--- src/rtl/pe_inject_ctrl_pkg.sv ---
// noc_pkg: packet field positions and route encodings shared with the router arbitrators
package noc_pkg;
  localparam int VC_BIT = 63;
  localparam int DIR_BIT = 62;
  localparam int HOP_HI = 55;
  localparam int HOP_LO = 48;
  localparam int PAY_HI = 47;
  localparam int ENTRY_W = 57;
  localparam logic DIR_CW = 1'b0;
  localparam logic DIR_CCW = 1'b1;
  typedef struct packed {
    logic dir;
    logic [7:0] hop;
    logic [47:0] payload;
  } entry_t;
endpackage

--- src/rtl/pe_inject_ctrl_if.sv ---
// pe_inject_ctrl_if: core request and PE buffer signals of one injection port
interface pe_inject_ctrl_if #(parameter int DEPTH = 4);
  logic core_req;
  logic [7:0] core_dest;
  logic [47:0] core_payload;
  logic core_gnt;
  logic core_err;
  logic polarity;
  logic pe_full_even;
  logic pe_full_odd;
  logic [63:0] pe_data;
  logic pe_write;
  logic [$clog2(DEPTH):0] fifo_count;
  logic stall;
  modport slave (
    input core_req, core_dest, core_payload, polarity, pe_full_even, pe_full_odd,
    output core_gnt, core_err, pe_data, pe_write, fifo_count, stall
  );
  modport master (
    output core_req, core_dest, core_payload, polarity, pe_full_even, pe_full_odd,
    input core_gnt, core_err, pe_data, pe_write, fifo_count, stall
  );
endinterface

--- src/rtl/pe_inject_ctrl_fifo.sv ---
// inject_fifo: synchronous FIFO with occupancy count and async active-high reset
module inject_fifo #(
  parameter int WIDTH = 57,
  parameter int DEPTH = 4
) (
  input  logic clk,
  input  logic reset,
  input  logic push,
  input  logic pop,
  input  logic [WIDTH-1:0] din,
  output logic [WIDTH-1:0] dout,
  output logic [$clog2(DEPTH):0] count
);
  localparam int AW = $clog2(DEPTH);
  logic [WIDTH-1:0] mem_q [DEPTH];
  logic [AW-1:0] wr_q, rd_q;
  logic [AW:0] cnt_q;
  logic do_push, do_pop;
  assign do_push = push && (cnt_q < (AW+1)'(DEPTH));
  assign do_pop = pop && (cnt_q != '0);
  assign dout = mem_q[rd_q];
  assign count = cnt_q;
  always_ff @(posedge clk or posedge reset) begin
    if (reset) begin
      wr_q <= '0;
      rd_q <= '0;
      cnt_q <= '0;
    end else begin
      if (do_push) wr_q <= wr_q + 1'b1;
      if (do_pop) rd_q <= rd_q + 1'b1;
      cnt_q <= cnt_q + (AW+1)'(do_push) - (AW+1)'(do_pop);
    end
  end
  always_ff @(posedge clk)
    if (do_push) mem_q[wr_q] <= din;
endmodule

--- src/rtl/pe_inject_ctrl.sv ---
// pe_inject_ctrl: queues core packets, routes them around the ring and injects into the idle VC
module pe_inject_ctrl
  import noc_pkg::*;
#(
  parameter int NODES = 4,
  parameter int NODE_ID = 0,
  parameter int DEPTH = 4,
  parameter int STALL_LIM = 16
) (
  input logic clk,
  input logic reset,
  pe_inject_ctrl_if.slave bus
);
  localparam int CW = $clog2(DEPTH) + 1;
  localparam logic [7:0] N8 = 8'(NODES);
  localparam logic [7:0] ID8 = 8'(NODE_ID);
  localparam logic [7:0] HALF = 8'(NODES / 2);
  entry_t in_e, head_e;
  logic [7:0] d_ring, stall_q, stall_d;
  logic [CW-1:0] cnt;
  logic dest_ok, vc, full_sel, nonempty, push, pop;
  logic [63:0] pkt;
  assign dest_ok = (bus.core_dest < N8) && (bus.core_dest != ID8);
  // dest < NODES whenever the result is used, so the wrap add never overflows
  assign d_ring = bus.core_dest >= ID8 ? bus.core_dest - ID8 : bus.core_dest + (N8 - ID8);
  assign in_e.dir = d_ring > HALF ? DIR_CCW : DIR_CW;
  assign in_e.hop = d_ring > HALF ? N8 - d_ring : d_ring;
  assign in_e.payload = bus.core_payload;
  assign push = bus.core_req && dest_ok && (cnt < CW'(DEPTH));
  assign nonempty = cnt != '0;
  assign vc = ~bus.polarity;
  assign full_sel = vc ? bus.pe_full_odd : bus.pe_full_even;
  assign pop = nonempty && !full_sel;
  inject_fifo #(.WIDTH(ENTRY_W), .DEPTH(DEPTH)) u_fifo (
    .clk(clk),
    .reset(reset),
    .push(push),
    .pop(pop),
    .din(in_e),
    .dout(head_e),
    .count(cnt)
  );
  always_comb begin
    pkt = '0;
    pkt[VC_BIT] = vc;
    pkt[DIR_BIT] = head_e.dir;
    pkt[HOP_HI:HOP_LO] = head_e.hop;
    pkt[PAY_HI:0] = head_e.payload;
    pkt = nonempty ? pkt : '0;
  end
  assign stall_d = (!nonempty || pop) ? 8'd0 : (stall_q == 8'hff ? stall_q : stall_q + 8'd1);
  always_ff @(posedge clk or posedge reset)
    if (reset) stall_q <= '0;
    else stall_q <= stall_d;
  assign bus.core_gnt = push;
  assign bus.core_err = bus.core_req && !dest_ok;
  assign bus.pe_write = pop;
  assign bus.pe_data = pkt;
  assign bus.fifo_count = cnt;
  assign bus.stall = stall_q >= 8'(STALL_LIM);
endmodule
--- src/flat_wrapper.sv ---
// flat-port wrapper written by rule: the top's interface ports become plain ports
module pe_inject_ctrl_flat import noc_pkg::*;
#(
  parameter int NODES = 4,
  parameter int NODE_ID = 0,
  parameter int DEPTH = 4,
  parameter int STALL_LIM = 16
)
  (clk, reset, bus_core_req, bus_core_dest, bus_core_payload, bus_polarity, bus_pe_full_even, bus_pe_full_odd, bus_core_gnt, bus_core_err, bus_pe_data, bus_pe_write, bus_fifo_count, bus_stall);
  pe_inject_ctrl_if #(.DEPTH(DEPTH)) bus_i ();
  input logic clk;
  input logic reset;
  input wire logic [$bits(bus_i.core_req)-1:0] bus_core_req;
  input wire logic [$bits(bus_i.core_dest)-1:0] bus_core_dest;
  input wire logic [$bits(bus_i.core_payload)-1:0] bus_core_payload;
  input wire logic [$bits(bus_i.polarity)-1:0] bus_polarity;
  input wire logic [$bits(bus_i.pe_full_even)-1:0] bus_pe_full_even;
  input wire logic [$bits(bus_i.pe_full_odd)-1:0] bus_pe_full_odd;
  output wire logic [$bits(bus_i.core_gnt)-1:0] bus_core_gnt;
  output wire logic [$bits(bus_i.core_err)-1:0] bus_core_err;
  output wire logic [$bits(bus_i.pe_data)-1:0] bus_pe_data;
  output wire logic [$bits(bus_i.pe_write)-1:0] bus_pe_write;
  output wire logic [$bits(bus_i.fifo_count)-1:0] bus_fifo_count;
  output wire logic [$bits(bus_i.stall)-1:0] bus_stall;
  assign bus_i.core_req = bus_core_req;
  assign bus_i.core_dest = bus_core_dest;
  assign bus_i.core_payload = bus_core_payload;
  assign bus_i.polarity = bus_polarity;
  assign bus_i.pe_full_even = bus_pe_full_even;
  assign bus_i.pe_full_odd = bus_pe_full_odd;
  assign bus_core_gnt = bus_i.core_gnt;
  assign bus_core_err = bus_i.core_err;
  assign bus_pe_data = bus_i.pe_data;
  assign bus_pe_write = bus_i.pe_write;
  assign bus_fifo_count = bus_i.fifo_count;
  assign bus_stall = bus_i.stall;
  pe_inject_ctrl #(.NODES(NODES), .NODE_ID(NODE_ID), .DEPTH(DEPTH), .STALL_LIM(STALL_LIM)) u_core (.clk(clk), .reset(reset), .bus(bus_i));
endmodule
--- config.mk ---
export PLATFORM = sky130hd
export DESIGN_NAME = pe_inject_ctrl_flat
export DESIGN_NICKNAME = d
export VERILOG_FILES = /design/src/rtl/pe_inject_ctrl_pkg.sv /design/src/rtl/pe_inject_ctrl_if.sv /design/src/rtl/pe_inject_ctrl_fifo.sv /design/src/rtl/pe_inject_ctrl.sv /design/src/flat_wrapper.sv
export SDC_FILE = /design/constraint.sdc
export NUM_CORES = 1
export LEC_CHECK = 0
export CAP_MARGIN = 10
export CORE_UTILIZATION = 40
export CTS_CLUSTER_DIAMETER = 60
export DETAILED_ROUTE_END_ITERATION = 10
export DONT_BUFFER_PORTS = 1
export SETUP_SLACK_MARGIN = 0.02
export SYNTH_ARGS = -nofsm -noshare
export SYNTH_HDL_FRONTEND = slang
export SYNTH_SLANG_ARGS = --single-unit
--- constraint.sdc ---
create_clock -name clk -period 5.09 [get_ports clk]
set_input_delay 1.018 -clock clk [delete_from_list [all_inputs] [get_ports clk]]
set_output_delay 1.018 -clock clk [all_outputs]
set_load 0.02 [all_outputs]
Word-level counts from Yosys, hierarchy flattened
Memories as Yosys holds them, arrays and structs flattened.
Cells that the tools add are included.
W data, S select, Z words.
Operators by class
  add/sub/neg operators: 7
  magnitude comparators: 5
  equality and inequality tests: 2
  muxes and demuxes: 9
  bitwise operators: 1
  reductions and logical operators: 13
Operators with widths (number)
  $mux W64: 1
  $mux W8: 4
  $add A8 B1 Y8 const B: 1
  $add A8 B3 Y8 const B: 1
  $eq A8 B8 Y1 const B: 1
  $ge A8 B1 Y1 const B: 1
  $ge A8 B5 Y1 const B: 1
  $gt A8 B2 Y1 const B: 1
  $lt A8 B3 Y1 const B: 1
  $reduce_bool A8 Y1: 1
  $sub A3 B8 Y8 const A: 1
  $logic_and A1 B1 Y1: 7
  $add A2 B1 Y2 const B: 2
  $mux W1: 4
  $add A3 B1 Y3: 1
  $logic_not A1 Y1: 3
  $lt A3 B3 Y1 const B: 1
  $reduce_bool A3 Y1: 1
  $sub A3 B1 Y3: 1
  $ne A2 B1 Y1 const B: 1
  $logic_or A1 B1 Y1: 1
  $not A1 Y1: 1
Word-level totals
  flip-flop bits (word level): 15
  memory bits (writable): 228
  input port bits: 62
  output and inout bits: 71
  logic and storage cells: 42
  memories kept: 1
Memories
  u_core.u_fifo.mem_q: depth 4, width 57, rd ports 1, clocked after Yosys merged registers in 0, wr ports 1, line pe_inject_ctrl_fifo.sv:15  | logic [WIDTH-1:0] mem_q [DEPTH];

Logic depth before layout (Yosys ltp)
  depth in word-level cells: 7
  depth in mapped cells: 12
  depth with buffers taken out: 12

Modules after synthesis
Synthesis repeated with hierarchy kept, for this count alone.
Unflattened totals
  cells, all modules: 482
  area, all modules: 9743.1 sq um
Modules (own cells, without submodules)
  inject_fifo: instances 1, cells each 332, area each 8638.3 sq um, seq. area each 7021.7 sq um
  pe_inject_ctrl: instances 1, cells each 150, area each 1104.8 sq um, seq. area each 200.2 sq um

Worst setup path before layout
No wires, ideal clock.
  kind: input to register
  start point: input port bus_core_dest[0]
  end point: register u_core.u_fifo.cnt_q[2] (netlist: u_core.u_fifo.count[2])
  library setup time: 0.133 ns
  arrival: 3.419 ns
  required time: 4.957 ns
  setup slack: 1.538 ns
  cell stages on the path: 12
  buffers on the path: 0
  cells stage by stage: inv_1 -> ha_1 -> or3b_2 -> nor4_4 -> inv_1 -> ha_1 -> inv_1 -> ha_1 -> inv_1 -> fa_1 -> xnor2_1 -> xnor2_1
On the way
  longest elaborated chain between the ends: 7
  elaborated cells on any way between the ends: 8
  classes of those cells: add/sub (2); order compare (1); reduce/logical (5)
Ends and longest elaborated chain
  from (decl): line flat_wrapper.sv:14  | input wire logic [$bits(bus_i.core_dest)-1:0] bus_core_dest;
  $lt A8 B3 Y1 or $reduce_bool A8 Y1 (tied branches): line pe_inject_ctrl.sv:23  | assign dest_ok = (bus.core_dest < N8) && (bus.core_dest != ID8);
  $logic_and A1 B1 Y1 (*): line pe_inject_ctrl.sv:23
  $logic_and A1 B1 Y1 (*) (2 in series): line pe_inject_ctrl.sv:29  | assign push = bus.core_req && dest_ok && (cnt < CW'(DEPTH));
  via bus_core_gnt: line flat_wrapper.sv:19  | output wire logic [$bits(bus_i.core_gnt)-1:0] bus_core_gnt;
  $logic_and A1 B1 Y1 (*): line pe_inject_ctrl_fifo.sv:19  | assign do_push = push && (cnt_q < (AW+1)'(DEPTH));
  $add A3 B1 Y3 (*): line pe_inject_ctrl_fifo.sv:31  | cnt_q <= cnt_q + (AW+1)'(do_push) - (AW+1)'(do_pop);
  $sub A3 B1 Y3 (*): line pe_inject_ctrl_fifo.sv:31
  to (signal assigned): line pe_inject_ctrl_fifo.sv:31
  to (decl): line pe_inject_ctrl_fifo.sv:17  | logic [AW:0] cnt_q;
The timed path passes the listed nets; every way through them passes the cells marked *.
A chain may end at the register's enable or synchronous reset.

Worst setup path after layout
  start point: register u_core.u_fifo.rd_q[0]
  end point: output port bus_pe_data[9]
On the way
  longest elaborated chain between the ends: 2
Ends and longest elaborated chain
  from (decl): line pe_inject_ctrl_fifo.sv:16  | logic [AW-1:0] wr_q, rd_q;
  from (signal assigned): line pe_inject_ctrl_fifo.sv:30  | if (do_pop) rd_q <= rd_q + 1'b1;
  $mem_v2 Z4 W57
  $mux W64: line pe_inject_ctrl.sv:49  | pkt = nonempty ? pkt : '0;
  to (decl): line flat_wrapper.sv:21  | output wire logic [$bits(bus_i.pe_data)-1:0] bus_pe_data;
Every way passes these cells.

==> impl_metrics.py <==
metrics = {
    "final_layout": {
        "multi_input_area_mm2": 0.00232,
        "fillers": 2016,
        "regArea_mm2": 0.00723,
        "drive_gt1_frac": 0.210,
        "most-common-layout-cells": "edfxtp_1, and2_1, mux4_2",
        "layout_commonest_cell": "edfxtp_1",
        "final-instance-count-excl-fill": 824,
        "nets": 562,
        "antenna_cells": 0,
        "syn_to_final_growth_pct": 10.8,
    },
    "clock_tree": {
        "root_buffer_selected_by_cts": "clkbuf_16",
        "number_of_clock_sinks": 243,
        "tritoncts": "done",
        "h-tree-depth": 1,
        "worst_setup_hold_path_clk_slew_ps": 60,
        "cts_buffers": 25,
        "worstSkewPairLatency_ps": 500,
        "postCtsResizedCells": 0,
        "cts.hold.buffers_added": 0,
        "post-cts-setup-buffer-count": 0,
        "cts.path.max_buffers": 3,
    },
    "floorplanning": {
        "floorplan.die.height_um": 158,
        "io_pins": 133,
        "standard_cell_row_count": 56,
        "initial_utilization": 0.411,
        "dieWidth_um": 158,
        "core-area_mm2": 0.0236,
        "die_footprint_mm2": 0.0249,
    },
    "yosys": {
        "synth-edff-count": 228,
        "synth_ff_type": "edfxtp_1",
        "synth-xor-area-share": 0.00993,
        "asyncSetResetFlopFracSynth": 0.0617,
        "post-synth-top-area-cell": "edfxtp_1",
        "synthAdderAreaFrac": 0.0137,
        "synthTopCellsByArea": "edfxtp_1, mux4_2, dfrtp_1",
        "synth_mux_area_frac": 0.135,
        "syn_area_mm2": 0.00970,
        "synth-simple-area-share": 0.0662,
        "synth_seq_cells": 243,
        "netlist-cell-type-count": 41,
        "synthCells": 485,
        "synth_compound_gate_area_share": 0.0110,
        "average_instance_area_after_synthesis_um2": 20.0,
        "combinational_family_with_the_most_area_after_synthesis": "multiplexers",
        "synthDominantCellAreaShare": 0.706,
        "yosys_warnings": 0,
        "synth.yosys.seq_area_share": 0.745,
    },
    "detailed_routing": {
        "total_routed_length_um": 17400,
        "antenna_left": 0,
        "detail_route.wl_per_cell_um": 21.1,
        "first_iter_violations": 291,
        "vias": 4310,
        "post_detailed_route_drc_marker_count": 0,
        "firstDrtPassIters": 4,
        "routed_via_density": 5.23,
    },
    "worst_setup_path": {
        "critical_path_class": "flip-flop to output pin",
        "worst-r2r-setup-slack_ps": 2000,
        "critical_path_peak_fanout": 33,
        "crit-reg2reg-launch": "u_core.u_fifo.count[2]",
        "start_kind": "flip-flop",
        "worst-endpoint-required_ps": 4070,
        "critPathArrivalTime_ps": 2620,
        "worst_reg2reg_path_length_in_cells": 10,
        "r2r-end": "u_core.u_fifo.count[2]",
        "timing.critical_path.to_type": "output pin",
    },
    "global_route": {
        "grt_busiest_layer": "met2",
        "globalRouteOverflowTotal": 0,
        "grt_antenna_before_repair": 0,
        "grt_start_max_net_pins": 60,
        "grt_pass1_wl_um": 26800,
        "grt_pass1_vias": 4720,
        "grt_util_all_layers": 0.145,
        "grt_use_met3": 0.0526,
        "groute.layer.met1.usage": 0.170,
        "met2_usage_grt": 0.254,
    },
    "sta": {
        "relSlewSlack": 0.365,
        "tightestPinTransition_ps": 952,
        "final.setup.worst_slack_ps": 1450,
        "timing.fmax_mhz": 275,
        "hold_viol_final": 0,
        "worst_hold_slack_ps": 462,
        "layout_min_cycle_time_ps": 3640,
        "tcrit_tclk_final": 0.715,
        "clock_skew_ps": 15.8,
        "setup_total_negative_slack_ps": 0,
        "finalSetupViolations": 0,
        "grt_setup_unrepaired": "false",
        "timing.final.max_slew_violations": 0,
    },
    "power_and_ir_drop": {
        "report.power.total_uw": 5470,
        "worst_ir_drop_vdd_mv": 0.402,
        "p_leak_uw": 0.00342,
        "p_per_area_mw_per_mm2": 509,
    },
    "run": {
        "timing.max_cap.violations": 0,
    },
    "placement": {
        "dpl.hpwl_um": 10400,
        "placement.io_buffers": 0,
        "placed_cells": 782,
        "gpl.final_weighted_congestion": 0.725,
        "dp_worst_setup_slack_ps": 1220,
    },
    "run_status": {
        "run_status": "completed",
    },
    "worst_hold_path": {
        "holdCritPathClass": "input port to async pin",
    },
}
==> critical path: stages (launching register included) <==
cell and delay (ps):
dfrtp_4 860, buf_4 410, mux4_2 570, and2_1 250
==> sequential cells by signal (all words and copies together) (netlist names) <==
name / cells
u_core.u_fifo.wr_q: 2
u_core.u_fifo.mem_q: 228
u_core.stall_q: 8
u_core.u_fifo.count: 3
u_core.u_fifo.rd_q: 2
==> cells by family (layout without fill, tap and decap cells) <==
group | count (synthesis) | after routing
other | 1 | 6
AO/OA/AOI/OAI | 16 | 16
buffers and inverters | 41 | 56
AND/OR/NAND/NOR | 104 | 104
multiplexers | 59 | 59
XOR/XNOR | 11 | 11
flip-flops | 243 | 243
adder cells (fa/ha/maj) | 10 | 10
==> layout make-up <==
class,instances,share of cell area
timing repair buffer,3,0.00210
clock buffer,35,0.0663
sequential,243,0.672
multi-input combinational,206,0.215
inverter,11,0.00384
tap,319,0.0371
clock inverter,7,0.00279
==> power by group <==
group	total (uW)	leakage [uW]	switching, uW	internal, uW
combinational	1430	0.000806	838	592
sequential	2400	0.00224	172	2230
clock	1640	0.000368	680	964
total	5470	0.00342	1690	3780
==> Yosys cell counts (all sizes together) (2+ instances only) <==
| master | count |
|---|---|
| mux2 | 2 |
| xor2 | 3 |
| nand3 | 4 |
| nand2 | 6 |
| and3 | 3 |
| a21oi | 4 |
| a31oi | 4 |
| o21ai | 2 |
| mux4 | 57 |
| xnor2 | 8 |
| buf | 18 |
| dfrtp | 15 |
| nor2 | 5 |
| nand4 | 2 |
| a211oi | 2 |
| inv | 11 |
| edfxtp | 228 |
| nor4 | 3 |
| and2 | 62 |
| or4 | 3 |
| nor3 | 9 |
| ha | 9 |
| clkbuf | 12 |
==> worst max path at each step <==
stage | from | endpoint | slack [ps] | cells past startpoint
final | u_core.u_fifo.rd_q[0] | bus_pe_data[9] | 1450 | 3
after global routing | u_core.u_fifo.rd_q[0] | bus_pe_data[9] | 1230 | 3
after CTS | u_core.u_fifo.rd_q[0] | bus_pe_data[45] | 1310 | 3
after detailed placement | bus_core_dest[0] | u_core.u_fifo.count[2] | 1220 | 12
after global placement | bus_core_dest[0] | u_core.u_fifo.count[2] | 1370 | 12
after floorplan | bus_core_dest[0] | u_core.u_fifo.count[2] | 1540 | 12
==> routing by layer <==
metal  part of all wire  vias up
li1                   -     1919
met1               0.39     2239
met2               0.51      132
met3              0.087       20
met4              0.016        0
met5                  0        -
==> metrics by stage <==
| stage | area, um2 | util |
|---|---|---|
| 6_report | 10700 | 0.455 |
| 5_1_grt | 10700 | 0.455 |
| 4_1_cts | 10700 | 0.455 |
| 3_5_place_dp | 10000 | 0.424 |
| 3_3_place_gp | 10000 | 0.424 |
| 2_1_floorplan | 9720 | - |
Note: power is estimated with default switching activity, not from simulation.
